===== config.mk =====
export PLATFORM = sky130hd
export DESIGN_NAME = cpu_step_ctrl
export DESIGN_NICKNAME = d
export VERILOG_FILES = /design/src/rtl/cpu_step_pkg.sv /design/src/rtl/btn_debounce.sv /design/src/rtl/cpu_step_ctrl.sv
export SDC_FILE = /design/constraint.sdc
export NUM_CORES = 1
export LEC_CHECK = 0
export CAP_MARGIN = 20
export CORE_ASPECT_RATIO = 0.6
export CORE_UTILIZATION = 57
export CTS_CLUSTER_DIAMETER = 40
export DETAILED_ROUTE_END_ITERATION = 6
export HOLD_SLACK_MARGIN = 0.05
export PLACE_DENSITY = 0.83
export SYNTH_ARGS = -nofsm -noshare
export SYNTH_HDL_FRONTEND = slang
export SYNTH_HIERARCHICAL = 1
export SYNTH_SLANG_ARGS = --single-unit
export TNS_END_PERCENT = 100

===== constraint.sdc =====
create_clock -name clk -period 5.9 [get_ports clk]
set_clock_uncertainty 0.1 [all_clocks]
set_input_delay 1.18 -clock clk [delete_from_list [all_inputs] [get_ports clk]]
set_output_delay 1.18 -clock clk [all_outputs]
set_load 0.02 [all_outputs]

===== src/rtl/cpu_step_pkg.sv =====
// Shared types for the CPU clock-enable controller.
package cpu_step_pkg;

   localparam int unsigned DIV_W = 32;

   typedef enum logic [1:0] {
      MODE_HALT = 2'd0,
      MODE_STEP = 2'd1,
      MODE_RUN  = 2'd2
   } mode_e;

   // Mode button advances HALT -> STEP -> RUN -> HALT.
   function automatic mode_e next_mode(input mode_e m);
      case (m)
         MODE_HALT: return MODE_STEP;
         MODE_STEP: return MODE_RUN;
         default:   return MODE_HALT;
      endcase
   endfunction

endpackage


===== src/rtl/btn_debounce.sv =====
// One push-button: 2-flop synchroniser, stability counter, debounced level and press pulse.
module btn_debounce #(
   parameter int unsigned DB_CYCLES = 500000
) (
   input  logic clk,
   input  logic rst_n,
   input  logic btn_raw,
   output logic btn_level,
   output logic btn_press
);

   localparam int unsigned CNT_W = $clog2(DB_CYCLES);

   logic             meta_q, sync_q;
   logic [CNT_W-1:0] cnt_q, cnt_d;
   logic             level_q, level_d;
   logic             press_q;

   // Counter only runs while the synced input disagrees with the accepted level.
   always_comb begin
      cnt_d   = '0;
      level_d = level_q;
      if (sync_q != level_q) begin
         if (cnt_q == CNT_W'(DB_CYCLES - 1)) begin
            level_d = ~level_q;
         end else begin
            cnt_d = cnt_q + 1'b1;
         end
      end
   end

   always_ff @(posedge clk or negedge rst_n) begin
      if (!rst_n) begin
         meta_q  <= 1'b0;
         sync_q  <= 1'b0;
         cnt_q   <= '0;
         level_q <= 1'b0;
         press_q <= 1'b0;
      end else begin
         meta_q  <= btn_raw;
         sync_q  <= meta_q;
         cnt_q   <= cnt_d;
         level_q <= level_d;
         press_q <= level_d & ~level_q;
      end
   end

   assign btn_level = level_q;
   assign btn_press = press_q;

endmodule


===== src/rtl/cpu_step_ctrl.sv =====
// CPU clock-enable controller: debounced buttons drive a HALT/STEP/RUN mode FSM
// that issues single-cycle cpu_ce pulses and counts them.
module cpu_step_ctrl
   import cpu_step_pkg::*;
#(
   parameter int unsigned NUM_BTN      = 4,
   parameter int unsigned DB_CYCLES    = 500000,
   parameter int unsigned RUN_DIV_BASE = 25000000,
   parameter int unsigned COUNT_W      = 16,
   parameter int unsigned STEP_BTN     = 0,
   parameter int unsigned MODE_BTN     = 1
) (
   input  logic               clk,
   input  logic               rst_n,
   input  logic [NUM_BTN-1:0] btn_raw,
   input  logic [1:0]         rate_sel,
   input  logic               halt_req,
   output logic [NUM_BTN-1:0] btn_level,
   output logic [NUM_BTN-1:0] btn_press,
   output logic               cpu_ce,
   output logic [1:0]         mode,
   output logic [COUNT_W-1:0] step_count
);

   localparam longint unsigned MAX_BASE = ((64'd1 << DIV_W) - 64'd1) >> 6;

   if (longint'(RUN_DIV_BASE) > MAX_BASE || RUN_DIV_BASE < 1) begin : g_bad_div
      $error("RUN_DIV_BASE << 6 must fit the 32-bit divider");
   end
   if (NUM_BTN < 2 || DB_CYCLES < 2 || STEP_BTN >= NUM_BTN || MODE_BTN >= NUM_BTN)
   begin : g_bad_btn
      $error("invalid button configuration");
   end

   for (genvar i = 0; i < NUM_BTN; i++) begin : g_btn
      btn_debounce #(
         .DB_CYCLES(DB_CYCLES)
      ) u_db (
         .clk      (clk),
         .rst_n    (rst_n),
         .btn_raw  (btn_raw[i]),
         .btn_level(btn_level[i]),
         .btn_press(btn_press[i])
      );
   end

   mode_e              mode_q, mode_d;
   logic [DIV_W-1:0]   div_q, div_d, div_last;
   logic               ce_q, ce_d;
   logic [COUNT_W-1:0] count_q;
   logic               step_press, mode_press;

   assign step_press = btn_press[STEP_BTN];
   assign mode_press = btn_press[MODE_BTN];
   assign div_last   = (DIV_W'(RUN_DIV_BASE) << {rate_sel, 1'b0}) - 1'b1;

   always_comb begin
      mode_d = mode_q;
      if (halt_req) begin
         mode_d = MODE_HALT;
      end else if (mode_press) begin
         mode_d = next_mode(mode_q);
      end
   end

   // Divider stays cleared outside RUN so each entry starts a full period.
   // Using >= lets a shrinking rate_sel wrap at once instead of overrunning.
   always_comb begin
      div_d = '0;
      ce_d  = 1'b0;
      case (mode_q)
         MODE_STEP: ce_d = step_press & ~mode_press & ~halt_req;
         MODE_RUN: begin
            if (div_q >= div_last) begin
               ce_d = ~halt_req;
            end else begin
               div_d = div_q + 1'b1;
            end
         end
         default: ;
      endcase
   end

   always_ff @(posedge clk or negedge rst_n) begin
      if (!rst_n) begin
         mode_q  <= MODE_HALT;
         div_q   <= '0;
         ce_q    <= 1'b0;
         count_q <= '0;
      end else begin
         mode_q <= mode_d;
         div_q  <= div_d;
         ce_q   <= ce_d;
         if (ce_q) begin
            count_q <= count_q + 1'b1;
         end
      end
   end

   assign cpu_ce     = ce_q;
   assign mode       = mode_q;
   assign step_count = count_q;

endmodule

==> impl_summary.md <==
Run status
The flow ran to the end, and the final reports show no timing, DRC or antenna violations.

STA
Final hold analysis gives a worst-case slack of 0.2481 ns. The final critical-path required period is 4.048 ns. The timing-limited maximum frequency is 247.0 MHz. For the pin with the worst max-slew slack, the measured transition is 0.9191 ns. The number of pins with negative max-slew slack in the final report is 0. In the finished design, the share of the clock period the worst path needs comes to 68.61%. The hold violation count in the final report is 0.

Setup repair after global routing left no endpoint under its margin. The worst max-slew margin expressed relative to the limit is 38.72%. For the final routed database, the setup TNS stands at 0 ns. The final setup violation count is 0.

Floorplanning
The effective utilization at floorplan is 60.17%. Measured along the x axis, the die boundary spans 149.8 um. The die outline height is 90.67 um. In this run the count of I/O pins placed on the die edge is 36. The die area is 13580 um^2. Row generation in the floorplan step produced 31 rows. The core region is 12410 um^2.

Logic synthesis
The synthesized netlist occupies a cell area of 7468 um^2. The multiplexer fraction of the synthesized cell area is 1.022%. The synthesized design contains 143 register bits. Of the total synthesized cell area, the portion taken by full adders, half adders and majority gates is 5.864%.

The Yosys step of the flow raised 6 warnings. The synthesized-area fraction occupied by ao, oa, aoi and oai cells is 4.791%. The sequential-to-total area share from yosys stat is 47.91%. The xor and xnor fraction of the mapped netlist area is 12.55%. Counting flops with a built-in enable in the synthesized netlist gives 0. The post-synthesis async set-or-reset flop share is 100.0%. The number of distinct library cells after synthesis is 44. The area share of the largest cell type after synthesis is 47.91%. The area share of and/or/nand/nor cells after synthesis is 25.41%.

After synthesis, the cell types taking the most area are dfrtp_1 (48%), xnor2_1 (6.9%), ha_1 (5.9%), xor2_1 (5.6%), nand4_1 (4.3%). The mean instance size in the synthesized netlist is 10.13 um^2. The most used flip-flop cell after synthesis is dfrtp_1. The most area-hungry cell type in the Yosys netlist is dfrtp_1. The synthesized netlist cell count is 737.

The main combinational cell family by area after synthesis is simple AND/OR/NAND/NOR gates.

Worst setup path
For flop-to-flop paths, the worst setup slack is 3.20 ns. In this run the critical register-to-register path is captured at div_q[11]. The reg-to-reg critical path startpoint is div_q[26].

The largest stage delay on the critical path is 0.57 ns. The maximum fanout encountered on the critical timing path is 19. The critical path launch point type is an input pin.

STA classifies the critical path endpoint as a register. The cell that appears most often on the critical path is ha_1. Measured in cells, the most critical reg-to-reg path has a length of 7. The slowest stage of the critical path is the clkdlybuf4s50_1 cell. The worst path required time is 6.11 ns. The critical path goes through clkdlybuf4s50_1 -> inv_1 -> ha_1 -> ha_1 -> a21o_1 -> a21oi_1 -> a2bb2oi_1 -> o2111ai_2 -> buf_4 -> nor3_1. The type of the worst setup path is in -> reg. Data on the critical path arrives at its endpoint at 4.26 ns.

Cells and area
The design area is 8610 um^2. The fraction of final layout cells with drive strength greater than 1 is 8.386%. The repair_antennas step left the layout with diodes totalling 0. The net count reported at finish is 818.

Leaving out fill and tap cells, the most frequent cells in the layout are dfrtp_1 (143), nor2_1 (85), xnor2_1 (59), nor3_1 (57), nand2_1 (52). The finished layout holds 952 standard cells, fillers aside. The layout has 864 filler cells. The library cell used most frequently in the layout, excluding fill and tap cells, is dfrtp_1. The layout-stage area growth over the synthesis result is 15.28%.

Placed design
Summing all placed instances gives a cell area of 7975 um^2. The final weighted congestion of routability-driven global placement is 0.9540. After detailed placement, the design holds a cell count of 920. Buffers placed on the I/O ports in this run total 35. The detailed-placement wirelength estimate is 11040 um.

Min path
The path with the worst hold slack has its endpoint at g_btn[2].u_db/sync_q. The worst hold path class is reg -> reg. The startpoint identified for the worst hold timing path is g_btn[2].u_db/meta_q. The worst hold path was traced through 0 stages.

GRT
The maximum number of pins on one net before global-route repair is 93. The first global-routing pass estimated 28220 um of wire. The initial antenna violation count was 0.

Global routing finished with a remaining overflow of 0. Global routing consumed, over all layers together, 26.37% of the routing resources. The via count of the first global-routing pass is 5894.

Power and ir drop
The total power per unit cell area is 257.3 nW/um^2. The design draws 0.002215 W. The maximum vdd drop is 0.2048 mV. The static leakage is 3.554 nW.

Clock network
The clock drives 143 sinks. In this run, post-CTS repair resized a total of 0 instances. The maximum clock insertion buffer count is 2. TritonCTS built the clock tree.

The H-tree was split into 4 levels. Clock latency on the worst-skew pair, taken at its later pin, is 0.42 ns. The root cell of the clock tree is clkbuf_16. The number of CTS-inserted buffers is 17. The number of hold buffers added after CTS was 0. The post-CTS setup buffer count is 0.

The clock edge transition at the registers on the reported setup and hold paths is 0.06 ns.

Flow run
Max-cap violations in this run came to 0.

Drt
In the routed layout, each cell is associated on average with a via count of 6.113. Across all layers, the routed design uses 5820 vias. The remaining design rule violation count is 0.

The first detailed-routing pass took 5 iterations. Once detail routing completed, the nets flagged for antenna violations numbered 0. For this block, the routed nets add up to 16250 um of wire. The initial detailed-routing violation count is 429. In the final routed layout, each cell accounts on average for 17.07 um.
-- cell families (layout without fill, tap and decap cells) --
| kind of cell | after synthesis | in the layout |
|---|---|---|
| mux | 7 | 7 |
| buf+inv | 42 | 91 |
| compound gates | 45 | 45 |
| fa+ha+maj | 35 | 35 |
| flops | 143 | 143 |
| other cells | 2 | 3 |
| xor+xnor | 107 | 107 |
| simple gates | 356 | 356 |
-- metrics by stage --
step	utilization (%)	setup slack, ns
floorplan	-	2.551
finish	69.36	1.852
global placement	64.25	1.647
CTS	69.36	1.841
detailed placement	64.25	1.463
global route	69.36	1.627
-- per-layer routing --
layer / GRT usage [%] / routed length, um / up-vias
met5: 0 / 0 / -
met4: 9.428 / 184 / 0
met3: 6.465 / 930 / 19
met2: 41.98 / 7783 / 204
met1: 35.05 / 7350 / 2897
li1: - / - / 2700
-- cells in the mapped netlist, types with 13 or more instances --
cell type	number
inv_1	21
nand2_1	52
xnor2_1	59
xor2_1	48
nor3_1	57
nand3_1	40
dfrtp_1	143
and3_1	13
a21oi_1	13
ha_1	35
nand4_1	51
nor2_1	85
-- report_power, final --
part | total, W | switching [W] | internal (W) | leakage [nW]
combinational | 0.0000655 | 0.0000448 | 0.0000208 | 1.28
sequential | 0.00100 | 0.0000127 | 0.000991 | 1.97
clock | 0.00115 | 0.000404 | 0.000741 | 0.300
-- worst max-delay path by stage --
stage	from	to	slack, ns	cells after the start
3_5_place_dp	rate_sel[1]	div_q[16]	1.46	10
2_1_floorplan	rate_sel[1]	div_q[10]	2.55	9
5_1_grt	rate_sel[1]	div_q[11]	1.63	10
4_1_cts	rate_sel[1]	div_q[11]	1.84	10
3_3_place_gp	rate_sel[1]	div_q[11]	1.65	10
6_report	rate_sel[1]	div_q[11]	1.85	10
-- cell type report --
class                   instances  area (um^2)  share of cell area (%)
multi-input cells             553         3737                   43.41
flip-flops and latches        143         3578                   41.56
clock buffers                  23        478.0                   5.552
repair buffers                 38        374.1                   4.345
well taps                     165        206.4                   2.398
clock inverters                 9        156.4                   1.817
inverters                      21        78.83                  0.9156
-- sequential cells by signal, summed over array words and instances, names as in the netlist --
signal	count
cpu_ce	1
div_q	32
g_btn.u_db/btn_level	4
g_btn.u_db/btn_press	4
g_btn.u_db/cnt_q	76
g_btn.u_db/meta_q	4
g_btn.u_db/sync_q	4
mode	2
step_count	16
-- worst max-delay path, delay by kind of cell --
kind                     cells  cell delay, ns
buffers and inverters        3            1.15
adder cells (fa/ha/maj)      2            0.57
AO/OA/AOI/OAI                4            1.08
AND/OR/NAND/NOR              1            0.25
(Power assumes the default switching activity.)
